$ cat config.mk
export PLATFORM = sky130hd
export DESIGN_NAME = down_rate_divider
export DESIGN_NICKNAME = d
export VERILOG_FILES = /design/src/rtl/down_rate_divider_pkg.sv /design/src/rtl/down_rate_divider_tff.sv /design/src/rtl/down_rate_divider.sv
export SDC_FILE = /design/constraint.sdc
export NUM_CORES = 1
export LEC_CHECK = 0
export ABC_AREA = 1
export BUFFER_PORTS_ARGS = -buffer_cell sky130_fd_sc_hd__buf_4
export CORE_MARGIN = 8
export CORE_UTILIZATION = 43
export DETAILED_ROUTE_END_ITERATION = 10
export GPL_TIMING_DRIVEN = 0
export PLACE_DENSITY = 0.75
export SLEW_MARGIN = 20
export SYNTH_ARGS = -nofsm -noshare
export SYNTH_HDL_FRONTEND = slang
export SYNTH_SLANG_ARGS = --single-unit
$ cat constraint.sdc
create_clock -name clock -period 2.2 [get_ports clock]
set_input_delay 0.44 -clock clock [delete_from_list [all_inputs] [get_ports clock]]
set_output_delay 0.44 -clock clock [all_outputs]
set_load 0.005 [all_outputs]
$ cat src/rtl/down_rate_divider_pkg.sv
// Shared constants for the down-rate divider: default width and control state encoding.
package down_rate_divider_pkg;

  localparam int unsigned DRD_WIDTH_DEFAULT = 8;

  localparam int unsigned STATE_W = 1;
  localparam logic [0:0]  ST_IDLE = 1'b0;
  localparam logic [0:0]  ST_RUN  = 1'b1;

endpackage : down_rate_divider_pkg

$ cat src/rtl/down_rate_divider_tff.sv
// One bit of the decrementing count chain: a toggle flop with a synchronous parallel load.
module tff_down_cell (
  input  logic clock,
  input  logic resetb,
  input  logic toggle_i,
  input  logic load_i,
  input  logic load_bit_i,
  output logic q_o
);

  logic q_q;
  logic q_d;

  // Load wins over toggle so a reload or new start value overrides the decrement.
  always_comb begin
    q_d = q_q;
    if (load_i) begin
      q_d = load_bit_i;
    end else if (toggle_i) begin
      q_d = ~q_q;
    end
  end

  always_ff @(posedge clock) begin
    if (!resetb) begin
      q_q <= 1'b0;
    end else begin
      q_q <= q_d;
    end
  end

  assign q_o = q_q;

endmodule : tff_down_cell

$ cat src/rtl/down_rate_divider.sv
// Programmable down-counting rate divider with auto-reload or one-shot terminal pulse.
module down_rate_divider
  import down_rate_divider_pkg::*;
#(
  parameter int unsigned WIDTH = DRD_WIDTH_DEFAULT
) (
  input  logic             clock,
  input  logic             resetb,
  input  logic             enable,
  input  logic             load,
  input  logic [WIDTH-1:0] load_value,
  input  logic             mode,
  output logic [WIDTH-1:0] Q,
  output logic             pulse,
  output logic             busy
);

  logic [STATE_W-1:0] state_q, state_d;
  logic [WIDTH-1:0]   reload_q, reload_d;
  logic               mode_q, mode_d;
  logic               pulse_q, pulse_d;

  logic [WIDTH-1:0]   count;
  logic               count_zero;
  logic               run;
  logic               dec_active;
  logic               terminal;
  logic               cell_load;
  logic [WIDTH-1:0]   cell_load_val;
  logic [WIDTH:0]     lower_zero;
  logic [WIDTH-1:0]   cell_toggle;

  assign run        = (state_q == ST_RUN);
  assign count_zero = (count == '0);
  assign dec_active = run & enable & ~load & ~count_zero;
  assign terminal   = run & enable & ~load & count_zero;

  // Borrow chain: a bit flips on decrement when every lower bit is already zero.
  assign lower_zero[0] = 1'b1;
  for (genvar i = 0; i < WIDTH; i++) begin : g_cell
    assign lower_zero[i+1] = lower_zero[i] & ~count[i];
    assign cell_toggle[i]  = dec_active & lower_zero[i];

    tff_down_cell u_cell (
      .clock      (clock),
      .resetb     (resetb),
      .toggle_i   (cell_toggle[i]),
      .load_i     (cell_load),
      .load_bit_i (cell_load_val[i]),
      .q_o        (count[i])
    );
  end

  always_comb begin
    state_d       = state_q;
    reload_d      = reload_q;
    mode_d        = mode_q;
    pulse_d       = 1'b0;
    cell_load     = 1'b0;
    cell_load_val = load_value;
    if (load) begin
      cell_load = 1'b1;
      reload_d  = load_value;
      mode_d    = mode;
      state_d   = ST_RUN;
    end else if (terminal) begin
      pulse_d = 1'b1;
      if (!mode_q) begin
        cell_load     = 1'b1;
        cell_load_val = reload_q;
      end else begin
        state_d = ST_IDLE;
      end
    end
  end

  always_ff @(posedge clock) begin
    if (!resetb) begin
      state_q  <= ST_IDLE;
      reload_q <= '0;
      mode_q   <= 1'b0;
      pulse_q  <= 1'b0;
    end else begin
      state_q  <= state_d;
      reload_q <= reload_d;
      mode_q   <= mode_d;
      pulse_q  <= pulse_d;
    end
  end

  assign Q     = count;
  assign pulse = pulse_q;
  assign busy  = run;

endmodule : down_rate_divider

# Word level (Yosys, flattened, before mapping)
# Cells that the tools add are included.
# totals
regBits	19
inputBits	13
out_inout_bits	10
# op_classes
bitwise_logic	28
n_mux	26
reduce_logical	13
# op_table
cell	n
$mux 8	3
$mux 1	23
$reduce_bool 2->1	10
$and 1x1->1	17
$not 1->1	11
$logic_not 8->1	1
$reduce_and 2->1	1
$reduce_or 2->1	1

# Depth between registers and ports, before layout
# Gate-level depths: netlist of the first run.
# depth
word_depth	10
mapped_depth	10
ltp_nobuf	9

# Cells and area by module
# From an unflattened synthesis of the first run, not the netlist that was laid out.
# unflattened
hier_cells	191
area_unflattened_um2	1174.9
# modules_own_cells
mod	n_inst	area_per_inst_um2	cells_per_inst	seq_area_each_um2
down_rate_divider	1	754.5	119	220.2
tff_down_cell	8	52.6	9	20.0

# Worst setup path before layout of the first run
# Ideal clock, no wire load.
# synth_path
kind	input to register
startpoint	input load
endpoint	register g_cell[1].u_cell.q_q
arrival_ns	1.266
stages	10
setup_slack_ns	0.823
t_required_ns	2.089
cell_sequence	buf_6 > inv_6 > nand3_2 > inv_2 > nand3_4 > buf_6 > nand3_2 > nand2_1 > nor2_1 > nor2_1
# synth_between
elab_chain_len	6
elab_cells_between_ends	11
# synth_lines
item	line_no	rtl
start: declaration	down_rate_divider.sv:10	input logic load,
$not 1->1	down_rate_divider.sv:35, down_rate_divider.sv:36	
$and 1x1->1	down_rate_divider.sv:35, down_rate_divider.sv:36	
$and 1x1->1	down_rate_divider.sv:36	assign terminal = run & enable & ~load & count_zero;
$mux 8 / $mux 1 (equally long branches)	down_rate_divider.sv:66	end else if (terminal) begin
$mux 8 / $mux 1 (equally long branches)	down_rate_divider.sv:61	if (load) begin
$mux 1 / $reduce_bool 2->1 (equally long branches)	--	
end signal: assignment	down_rate_divider_tff.sv:28	q_q <= q_d;
end: declaration	down_rate_divider_tff.sv:11	logic q_q;
# Parallel ways exist; a longest one is shown, timed or not.
# A chain may end at the register's enable or synchronous reset.

# Worst setup path after layout of the first run
# layout_path
startpoint	register g_cell[2].u_cell.q_q
endpoint	register g_cell[5].u_cell.q_q
# layout_between
elab_chain_len	6
elab_cells_between_ends	15
# layout_lines
item	line_no
start: declaration	down_rate_divider_tff.sv:11
start signal: assignment	down_rate_divider_tff.sv:28
parallel branches: the longest is 6 deep, another holds $logic_not 8->1	--
end signal: assignment	down_rate_divider_tff.sv:28
end: declaration	down_rate_divider_tff.sv:11
# Parallel ways; which one is timed is not known.

==> results.md, run 1 <==
* Peak Freq at roughly 710 MHz
* Clock Skews at around 4.5 ps
* TNS Setup at 0 ps
* Largest net degree at the start of global routing at 11
* WL per Instance at 10.4 um
* Fill cell total of the finished layout at 231
* Number of global-route vias before repair at roughly 860
* CP required at 2370 ps
* RSZ-0062 raised after global routing: false
* First-pass GRT wire length at 3560 um
* Setup CP Type: reg2reg
* Logic pwr share at between 20% and 30%
* Initial antenna violation count at 0
* TritonCTS clock tree: done
* Mapped Area at 1020 sq um
* GRT Total Usage at between 10% and 20%
* Sequential-to-total area share from yosys stat at roughly 37%
* Crit path time final at about 1400 ps
* Final WL at slightly above 2000 um
* Synth unique cells at 25
* Synthesized flop and latch total at 19
* Sw Ratio at about 29%
* Chip Height at about 65 um
* Post-CTS Repair Setup Buffers at 0
* Mean post-synth cell area at about 7 sq um
* Clk slew on worst S/H paths at around 110 ps
* Boundary pin count at 23
* Placer Congestion at 0.786
* Area growth syn-to-layout at 21.5%
* Warnings, synthesis at 0
* CTS Buf Count at 3
* # setup viols final at 0
* Design Area, Final at 1240 sq um
* Slew Limit Fails at 0
* CTS max path bufs at 2
* Layout cell share with drive strength beyond 1 at a little over a quarter
* Antenna cell count at 0
* H-tree Lvls at 1
* Top cell type's share of synthesized area at between 30% and 40%
* Largest area contributor in the synthesized netlist: dfxtp_1
* Core Region at between 2000 and 2500 sq um
* Crit path arrival time at between 1500 and 2000 ps
* Final #Nets at around 190
* Die width at roughly 65 um
* Gr ovfl total at 0
* DR vias at 954
* Post-route ant nets at 0
* Hold Fails Final Rpt at 0
* Clk network pwr share at about 24%
* Dominant cells by area after synthesis: dfxtp_1 (37%), nand2_1 (17%), a21oi_1 (6.9%), buf_4 (5.9%), inv_1 (4.8%)
* Hold Path Class: in2reg
* Drt pass-1 iters at 4
* Hold Buf Count CTS at 0
* Root Buffer: clkbuf_4
* Port bufs at 21
* Worst-margin pin slew at 456 ps
* Power Dens Cells at about 580 nW/um^2
* Worst IR drop on VDD at about 0.40 mV
* Post-DP HPWL at around 1700 um
* Post-route DRC at 0
* CP Max Fanout at 10
* Int Pwr at a little over 0.5 mW
* DP Area at between 1000 and 1500 sq um
* Skew-Pair Late Insertion Delay at approximately 290 ps
* Outcome: finished clean
* Vias per cell at 4.79
* Die footprint at 4180 sq um
* Startpoint Class: register
* Initial Util at approximately 46%
* Fin crit share at between 60% and 70%
* Max-slew headroom at between 60% and 70%
* DR iter-0 viols at 24
* Clock sinks at 19
* PostCTS Resize Cnt at 0
* Leakage at around 0.62 nW
* R2R setup slack at 800 ps
* Syn Inst Count at 146
* Maxcap violations at 0
* CP endpoint kind: register
* Sequential power share at a little over half
* Row count at 17
* Post-synth net total at 159
* P_sw at between 0.2 and 0.25 mW
[per-layer routing]
metal,GRT usage (%),wire length [um],up-vias
met3,2.92,97,2
met5,0,0,-
met1,12.3,953,421
met2,17.0,1010,17
li1,-,-,514
met4,3.27,15,0
[worst max-delay path: stages, from the launching register on]
cell	delay, ps
dfxtp_1	360
nor2_2	150
nand2_2	90
nor2_4	180
nand3_4	110
buf_6	160
o21ai_1	150
a21oi_1	90
[cell families after synthesis]
| group | count (synthesis) | synth area share [%] |
|---|---|---|
| compound gates | 25 | 13.8 |
| flops | 19 | 37.3 |
| buf+inv | 28 | 15.2 |
| simple gates | 74 | 33.7 |
[cells in the mapped netlist]
cell type	instances
a211oi_1	1
a21boi_0	2
a21oi_1	14
a21oi_2	1
buf_1	1
buf_4	8
buf_6	2
clkbuf_1	1
dfxtp_1	19
inv_1	13
inv_2	2
inv_6	1
nand2_1	45
nand2_2	2
nand3_1	8
nand3_2	2
nand3_4	1
nand4_1	2
nor2_1	10
nor2_2	1
nor2_4	2
nor3_1	1
o21ai_0	2
o21ai_1	4
o221ai_1	1
[cell type report]
class / instances / area (sq um) / share of cell area [%]
multi-input cells: 99 / 483 / 39.0
flip-flops and latches: 19 / 380 / 30.7
repair buffers: 21 / 158 / 12.7
plain buffers: 12 / 90.1 / 7.28
inverters: 16 / 65.1 / 5.26
well taps: 28 / 35.0 / 2.83
clock buffers: 4 / 26.3 / 2.12
[sequential cells by signal, indices dropped and copies added, names as in the netlist]
signal             count
pulse                  1
busy                   1
mode_q                 1
g_cell.u_cell.q_o      8
reload_q               8
[power groups by stage]
stage          sequential [mW]  combinational [mW]  clock, mW
6_report                 0.381               0.163      0.173
4_1_cts                  0.381               0.165      0.177
3_5_place_dp             0.389               0.164          0
2_1_floorplan            0.386               0.112          0
5_1_grt                  0.384               0.184      0.188
3_3_place_gp             0.389               0.160          0
[placed cells by master, fill, tap and decap left out, types with 3 or more instances in the layout]
cell type,count
buf_4,29
dfxtp_1,19
nand3_1,8
nand2_1,45
inv_1,13
clkbuf_4,3
a21oi_1,14
nor2_1,10
o21ai_1,4
[per-stage QoR]
step | hold slack, ps | total power [mW] | std cells | setup slack [ps] | utilization (%)
floorplan | 438 | 0.498 | 146 | 823 | -
global placement | 447 | 0.549 | 195 | 698 | 54.2
detailed placement | 451 | 0.554 | 195 | 690 | 54.2
CTS | 397 | 0.723 | 199 | 802 | 55.4
global route | 402 | 0.756 | 199 | 649 | 55.4
finish | 399 | 0.718 | 199 | 795 | 55.4
[final timing paths]
kind / start / endpoint / depth (start not counted)
hold reg to reg: reload_q[1] / reload_q[1] / 2
hold / removal: resetb / g_cell[1].u_cell.q_o / 3
setup / recovery: g_cell[2].u_cell.q_o / g_cell[5].u_cell.q_o / 7
setup reg to reg: g_cell[2].u_cell.q_o / g_cell[5].u_cell.q_o / 7
(Power assumes the default switching activity.)
==> run 2, diff against run 1 <==
Settings changed: ABC_AREA 1 to 0.
Clock period 2.2 ns to 1.31 ns, I/O delays scaled along.
==> run 2 against run 1 <==
Against the previous run: the flow now finishes with violations (negative setup slack); utilization increased by 8.6 points; global-route usage increased by 2.9 points; fmax decreased by 20%; design area increased by 14%; count of clock-buffer cells in the layout unchanged; combinational power increased by 100%; clock power increased by 68%; flip-flop and latch count unchanged; critical path depth decreased by 2; worst setup slack got worse by 1200 ps; sequential share of layout area decreased by 2.8 points; first-iteration DRC count increased by 33%; critical path type unchanged; highest routed layer unchanged.
==> results.md, run 2 <==
* Outcome: finished, violations left
* Failing checks: negative setup slack
* Leakage at 0.589 nW (-5.6%)
* DR vias at 1013 (+6.2%)
* Area fraction in compound gates after synthesis at 17.8% (+4.0 points)
* Largest net degree at the start of global routing at 11 (unchanged)
* Post-synth ARST share at 0% (unchanged)
* Post-Synth XOR/XNOR Area at 0% (unchanged)
* Startpoint Class: register
* Syn Inst Count at 116 (-21%)
* WL per Instance at 14.6 um (+40%)
* Reg2reg path depth at 5 (-2)
* Clock sinks at 19 (unchanged)
* First-pass GRT wire length at 4530 um (+27%)
* Top FF cell, synth: dfxtp_1
* Worst Min Path Start: mode
* Hold Path Class: in2reg
* GRT Total Usage at 13.1% (+2.9 points)
* Die width at 64.2 um (-0.74%)
* CTS Buf Count at 3 (unchanged)
* Clock Skews at 7.71 ps (+3.19 ps)
* Mapped Area at 998 sq um (-2.0%)
* Setup CP Type: reg2reg
* Power Dens Cells at 905 nW/um^2 (+56%)
* Boundary pin count at 23 (unchanged)
* Maxcap violations at 0 (unchanged)
* Worst setup margin at -450 ps (-1250 ps)
* Core Region at 2210 sq um (-0.95%)
* DP Area at 1200 sq um (-1.1%)
* Placer Congestion at 0.898 (+14%)
* DR iter-0 viols at 32 (+33%)
* Worst IR drop on VDD at 0.631 mV (+56%)
* Post-synth top cells: dfxtp_1 (19), nand2_1 (11), nor2_1 (10), buf_4 (8), mux2i_1 (8)
* H-tree Lvls at 1 (unchanged)
* Row count at 17 (unchanged)
* Critical Path End: g_cell[1].u_cell.q_o
* Layout cell share with drive strength beyond 1 at 46.7% (+20 points)
* Peak Freq at 568 MHz (-20%)
* Area growth syn-to-layout at 41.9%
* Fin util at 64.0% (+8.6 points)
* Post-route ant nets at 0 (unchanged)
* R2R setup slack at -450 ps (-1250 ps)
* Slew Limit Fails at 0 (unchanged)
* Largest area contributor in the synthesized netlist: dfxtp_1
* Final #Nets at 166 (-10%)
* Fin crit share at 134% (+70 points)
* Hold Fails Final Rpt at 0 (unchanged)
* Root Buffer: clkbuf_4
* CP endpoint kind: register
* Number of global-route vias before repair at 1016 (+18%)
* CP Max Fanout at 4 (-6)
* Hold WS at 209 ps (-190 ps)
* Synth Area in Adders at 0% (unchanged)
* TritonCTS clock tree: done
* Critical path origin: g_cell[6].u_cell.q_o
* Skew-Pair Late Insertion Delay at 300 ps (about the same)
* Reg area at 395 sq um (+3.9%)
* Initial antenna violation count at 0 (unchanged)
* Power Total at 1.28 mW (+78%)
* Fill cell total of the finished layout at 188 (-19%)
* Crit path arrival time at 1950 ps (+370 ps)
* Port bufs at 20 (-4.8%)
* CP required at 1500 ps (-870 ps)
* Setup WS pre-CTS at -504 ps (-1190 ps)
* Sequential-to-total area share from yosys stat at 38.1% (+0.75 points)
* Chip Height at 64.2 um (-0.74%)
* CTS max path bufs at 2 (unchanged)
* Vias per cell at 5.63 (+17%)
* RSZ-0062 raised after global routing: true
* Max-slew headroom at 66.8% (-2.7 points)
* Worst-margin pin slew at 497 ps (+41.1 ps)
* Dominant cells by area after synthesis: dfxtp_1 (38%), mux2i_1 (8.0%), buf_4 (6.0%), nand2_1 (4.1%), nor2_1 (3.8%)
* Simple-gate area share of the yosys netlist at 26.2% (-7.5 points)
* # setup viols final at 9 (+9)
* Top-count cell post-synth: dfxtp_1
* Crit path time final at 1760 ps (+355 ps)
* Antenna cell count at 0 (unchanged)
* Die footprint at 4120 sq um (-1.5%)
* Gr ovfl total at 0 (unchanged)
* Clk slew on worst S/H paths at 110 ps (about the same)
* Final WL at 2630 um (+27%)
* Mux contribution to synthesized area at 8.02% (+8.0 points)
* Synthesized flop and latch total at 19 (unchanged)
* Mean post-synth cell area at 8.61 sq um (+23%)
* Drt pass-1 iters at 4 (unchanged)
* Initial Util at 45.1% (-0.47 points)
* Most common cell after layout, fill and taps aside: buf_4
* Worst reg2reg path endpoint: g_cell[1].u_cell.q_o
* Top cell type's share of synthesized area at 38.1% (+0.75 points)
* Main combinational cell family by area after synthesis: simple AND/OR/NAND/NOR gates
* Warnings, synthesis at 0 (unchanged)
* R2R Path Start: g_cell[6].u_cell.q_o
* Synth unique cells at 35 (+40%)
* Hold Buf Count CTS at 0 (unchanged)
* Design Area, Final at 1420 sq um (+14%)
* Post-synth net total at 129 (-19%)
* Post-DP HPWL at 1830 um (+7.6%)
* EDFF count, synth at 0 (unchanged)
* Most frequent cells in the layout: buf_4 (35), dfxtp_1 (11), nor2_1 (10), nand2_1 (9), mux2i_1 (8)
* Area taken by multi-input logic gates at 592 sq um (+23%)
* Post-route DRC at 0 (unchanged)
[run 2: cell type report]
type                       count  share of cell area (%)
buffer                        14                    6.63
clock buffer                   4                    1.86
inverter                       4                    1.06
multi-input combinational     79                    41.8
sequential                    19                    27.9
tap                           28                    2.47
timing repair buffer          32                    18.3
[run 2: report_power, final]
part	total, mW	internal, mW	leakage [nW]	switching [mW]
clock network	0.291	0.119	0.0150	0.172
logic	0.327	0.186	0.414	0.141
registers	0.663	0.615	0.160	0.0480
total	1.28	0.919	0.589	0.362
[run 2: kinds of logic (layout without fill, tap and decap cells)]
family,count (synthesis),in the layout
buffers and inverters,18,54
flip-flops,19,19
AND/OR/NAND/NOR,45,45
multiplexers,8,8
AO/OA/AOI/OAI,26,26
[run 2: repair_timing]
item                                    4_1_cts  5_1_grt
endpoints found under the hold margin         0        0
buffers inserted                             10        2
pin swaps                                     8        2
gates resized for setup                      15       10
endpoints found under the setup margin       10       15
[run 2: how the worst min path moves through the flow]
stage                            to  slack (ps)  depth (start not counted)
2_1_floorplan           reload_q[4]         410                          2
3_3_place_gp   g_cell[6].u_cell.q_o         440                          2
3_5_place_dp   g_cell[6].u_cell.q_o         450                          2
4_1_cts                      mode_q         200                          3
5_1_grt                      mode_q         210                          3
6_report                     mode_q         210                          3
[run 2: per-stage QoR]
stage | std cells | TNS [ps]
2_1_floorplan | 116 | -1910
3_3_place_gp | 164 | -3030
3_5_place_dp | 164 | -3180
4_1_cts | 178 | -3140
5_1_grt | 180 | -3330
6_report | 180 | -2790
[run 2: worst max-delay path, stage by stage, from the launching register on]
cell      delay, ps
dfxtp_2         350
or3_1           380
clkbuf_8        160
or4_4           530
o211ai_2        150
a21oi_1          80
[run 2: per-layer routing]
| metal | track usage (%) | vias to the layer above | wire length [um] |
|---|---|---|---|
| met4 | 7.63 | 0 | 55 |
| met5 | 0 | - | 0 |
| met3 | 2.09 | 7 | 100 |
| li1 | - | 493 | - |
| met2 | 20.6 | 26 | 1240 |
| met1 | 16.6 | 487 | 1230 |
==> run 3, diff against run 2 <==
Settings changed: BUFFER_PORTS_ARGS -buffer_cell sky130_fd_sc_hd__buf_4 to unset, DONT_BUFFER_PORTS set to 1, PLACE_DENSITY 0.75 to 0.67.
==> run 3 against run 2 <==
Against the previous run: the flow still finishes with violations (negative setup slack); sequential power barely moved; cell count down 12%; clock power grew 3%.
==> results.md, run 3 (synthesized netlist as in run 2, its figures left out) <==
* CP required at 1510 ps (about the same)
* Drt pass-1 iters at 4 (unchanged)
* GRT Total Usage at 13.0% (-0.15 points)
* Worst hold path depth at 2 (-1)
* Max-slew headroom at 66.3% (-0.50 points)
* Power Total at 1.24 mW (-2.9%)
* Crit path arrival time at 1930 ps (-20 ps)
* Die footprint at 4120 sq um (unchanged)
* Post-route DRC at 0 (unchanged)
* Design Area, Final at 1260 sq um (-11%)
* CTS Buf Count at 3 (unchanged)
* CP Max Fanout at 4 (unchanged)
* Layout cell share with drive strength beyond 1 at 38.9% (-7.8 points)
* H-tree Lvls at 1 (unchanged)
* Outcome: finished, violations left
* Largest net degree at the start of global routing at 11 (unchanged)
* Fin crit share at 133% (-1.8 points)
* # setup viols final at 8 (-1)
* Vias per cell at 5.90 (+4.8%)
* R2R Path Start: g_cell[6].u_cell.q_o
* Hold Fails Final Rpt at 0 (unchanged)
* RSZ-0062 raised after global routing: true
* Final #Nets at 145 (-13%)
* Worst reg2reg path endpoint: g_cell[1].u_cell.q_o
* WL per Instance at 16.9 um (+16%)
* Hold Buf Count CTS at 0 (unchanged)
* Clock sinks at 19 (unchanged)
* Port bufs at 0 (-100%)
* Setup WS pre-CTS at -497 ps (+7.53 ps)
* Worst-margin pin slew at 505 ps (+7.43 ps)
* Slew Limit Fails at 0 (unchanged)
* Initial Util at 45.1% (unchanged)
* Power Dens Cells at 989 nW/um^2 (+9.3%)
* Setup CP Type: reg2reg
* Most frequent cells in the layout: buf_4 (16), nand2_1 (10), dfxtp_1 (10), nor2_1 (9), mux2i_1 (8)
* Initial antenna violation count at 0 (unchanged)
* Post-route ant nets at 0 (unchanged)
* Clock Skews at 7.26 ps (-0.443 ps)
* Placer Congestion at 0.883 (-1.7%)
* Antenna cell count at 0 (unchanged)
* Dpl cells at 144 (-12%)
* Row count at 17 (unchanged)
* R2R setup slack at -430 ps (+20 ps)
* Peak Freq at 576 MHz (+1.3%)
* DR iter-0 viols at 27 (-16%)
* First-pass GRT wire length at 4350 um (-4.1%)
* Boundary pin count at 23 (unchanged)
* Most common cell after layout, fill and taps aside: buf_4
* Worst IR drop on VDD at 0.680 mV (+7.8%)
* TritonCTS clock tree: done
* Gr ovfl total at 0 (unchanged)
* Core Region at 2210 sq um (unchanged)
* Reg2reg path depth at 5 (unchanged)
* CTS max path bufs at 2 (unchanged)
* Final WL at 2690 um (+2.3%)
* Failing checks: negative setup slack
* Worst Min Path Start: load_value[2]
* Post-Layout Cell Count at 159 (-12%)
* Leakage at 0.487 nW (-17%)
* Chip Height at 64.2 um (unchanged)
* Root Buffer: clkbuf_4
* CP endpoint kind: register
* Startpoint Class: register
* Die width at 64.2 um (unchanged)
* Crit path time final at 1740 ps (-23.2 ps)
* Number of global-route vias before repair at 929 (-8.6%)
* Worst setup margin at -427 ps (+23.2 ps)
* Hold WS at 112 ps (-97.2 ps)
* Hold Path Class: in2reg
* Area growth syn-to-layout at 26.1%
* DR vias at 938 (-7.4%)
* Skew-Pair Late Insertion Delay at 300 ps (about the same)
* Maxcap violations at 0 (unchanged)
* Post-DP HPWL at 1770 um (-3.3%)
* Hold path endpoint: reload_q[2]
* DP Area at 1050 sq um (-13%)
* Clk slew on worst S/H paths at 110 ps (about the same)
-- run 3: worst max-delay path by stage --
stage                    startpoint                   end  slack [ps]
3_5_place_dp   g_cell[2].u_cell.q_o  g_cell[0].u_cell.q_o        -500
6_report       g_cell[6].u_cell.q_o  g_cell[1].u_cell.q_o        -430
2_1_floorplan  g_cell[2].u_cell.q_o  g_cell[0].u_cell.q_o        -430
3_3_place_gp   g_cell[3].u_cell.q_o  g_cell[0].u_cell.q_o        -510
4_1_cts        g_cell[6].u_cell.q_o  g_cell[0].u_cell.q_o        -420
5_1_grt        g_cell[6].u_cell.q_o  g_cell[1].u_cell.q_o        -460
-- run 3: timing repair --
| item | in CTS | in global routing |
|---|---|---|
| gates resized for setup | 12 | 14 |
| buffers inserted | 9 | 2 |
| pin swaps | 4 | 3 |
| setup endpoints to repair | 10 | 11 |
-- run 3: cell type report --
class / count / area [sq um]
Buffer: 14 / 93.8
Fill cell: 216 / 953
Timing Repair Buffer: 11 / 93.8
Clock buffer: 4 / 26.3
Multi-Input combinational cell: 79 / 596
Tap cell: 28 / 35.0
Inverter: 4 / 15.0
Sequential cell: 19 / 399
-- run 3: per-layer routing --
metal	track usage, %	routed length, um	vias up
met5	0	0	-
met4	6.81	28	0
met3	4.01	215	4
met2	19.6	1280	33
met1	16.2	1170	448
li1	-	-	453
-- run 3: per-stage QoR --
stage	setup TNS [ps]	utilization (%)
2_1_floorplan	-1910	-
3_3_place_gp	-3160	47.3
3_5_place_dp	-3170	47.3
4_1_cts	-3060	53.3
5_1_grt	-3210	56.9
6_report	-2770	56.9
-- run 3: critical path, stage by stage, from the launching register on --
cell      delay (ps)
dfxtp_4          360
or3_1            370
clkbuf_8         160
or4_4            520
o211ai_2         160
a21oi_2           60
-- run 3: where the power goes --
group | leakage, nW | switching, mW | internal (mW) | total, mW
clock network | 0.0150 | 0.181 | 0.119 | 0.300
logic | 0.312 | 0.135 | 0.148 | 0.283
registers | 0.161 | 0.0458 | 0.615 | 0.661
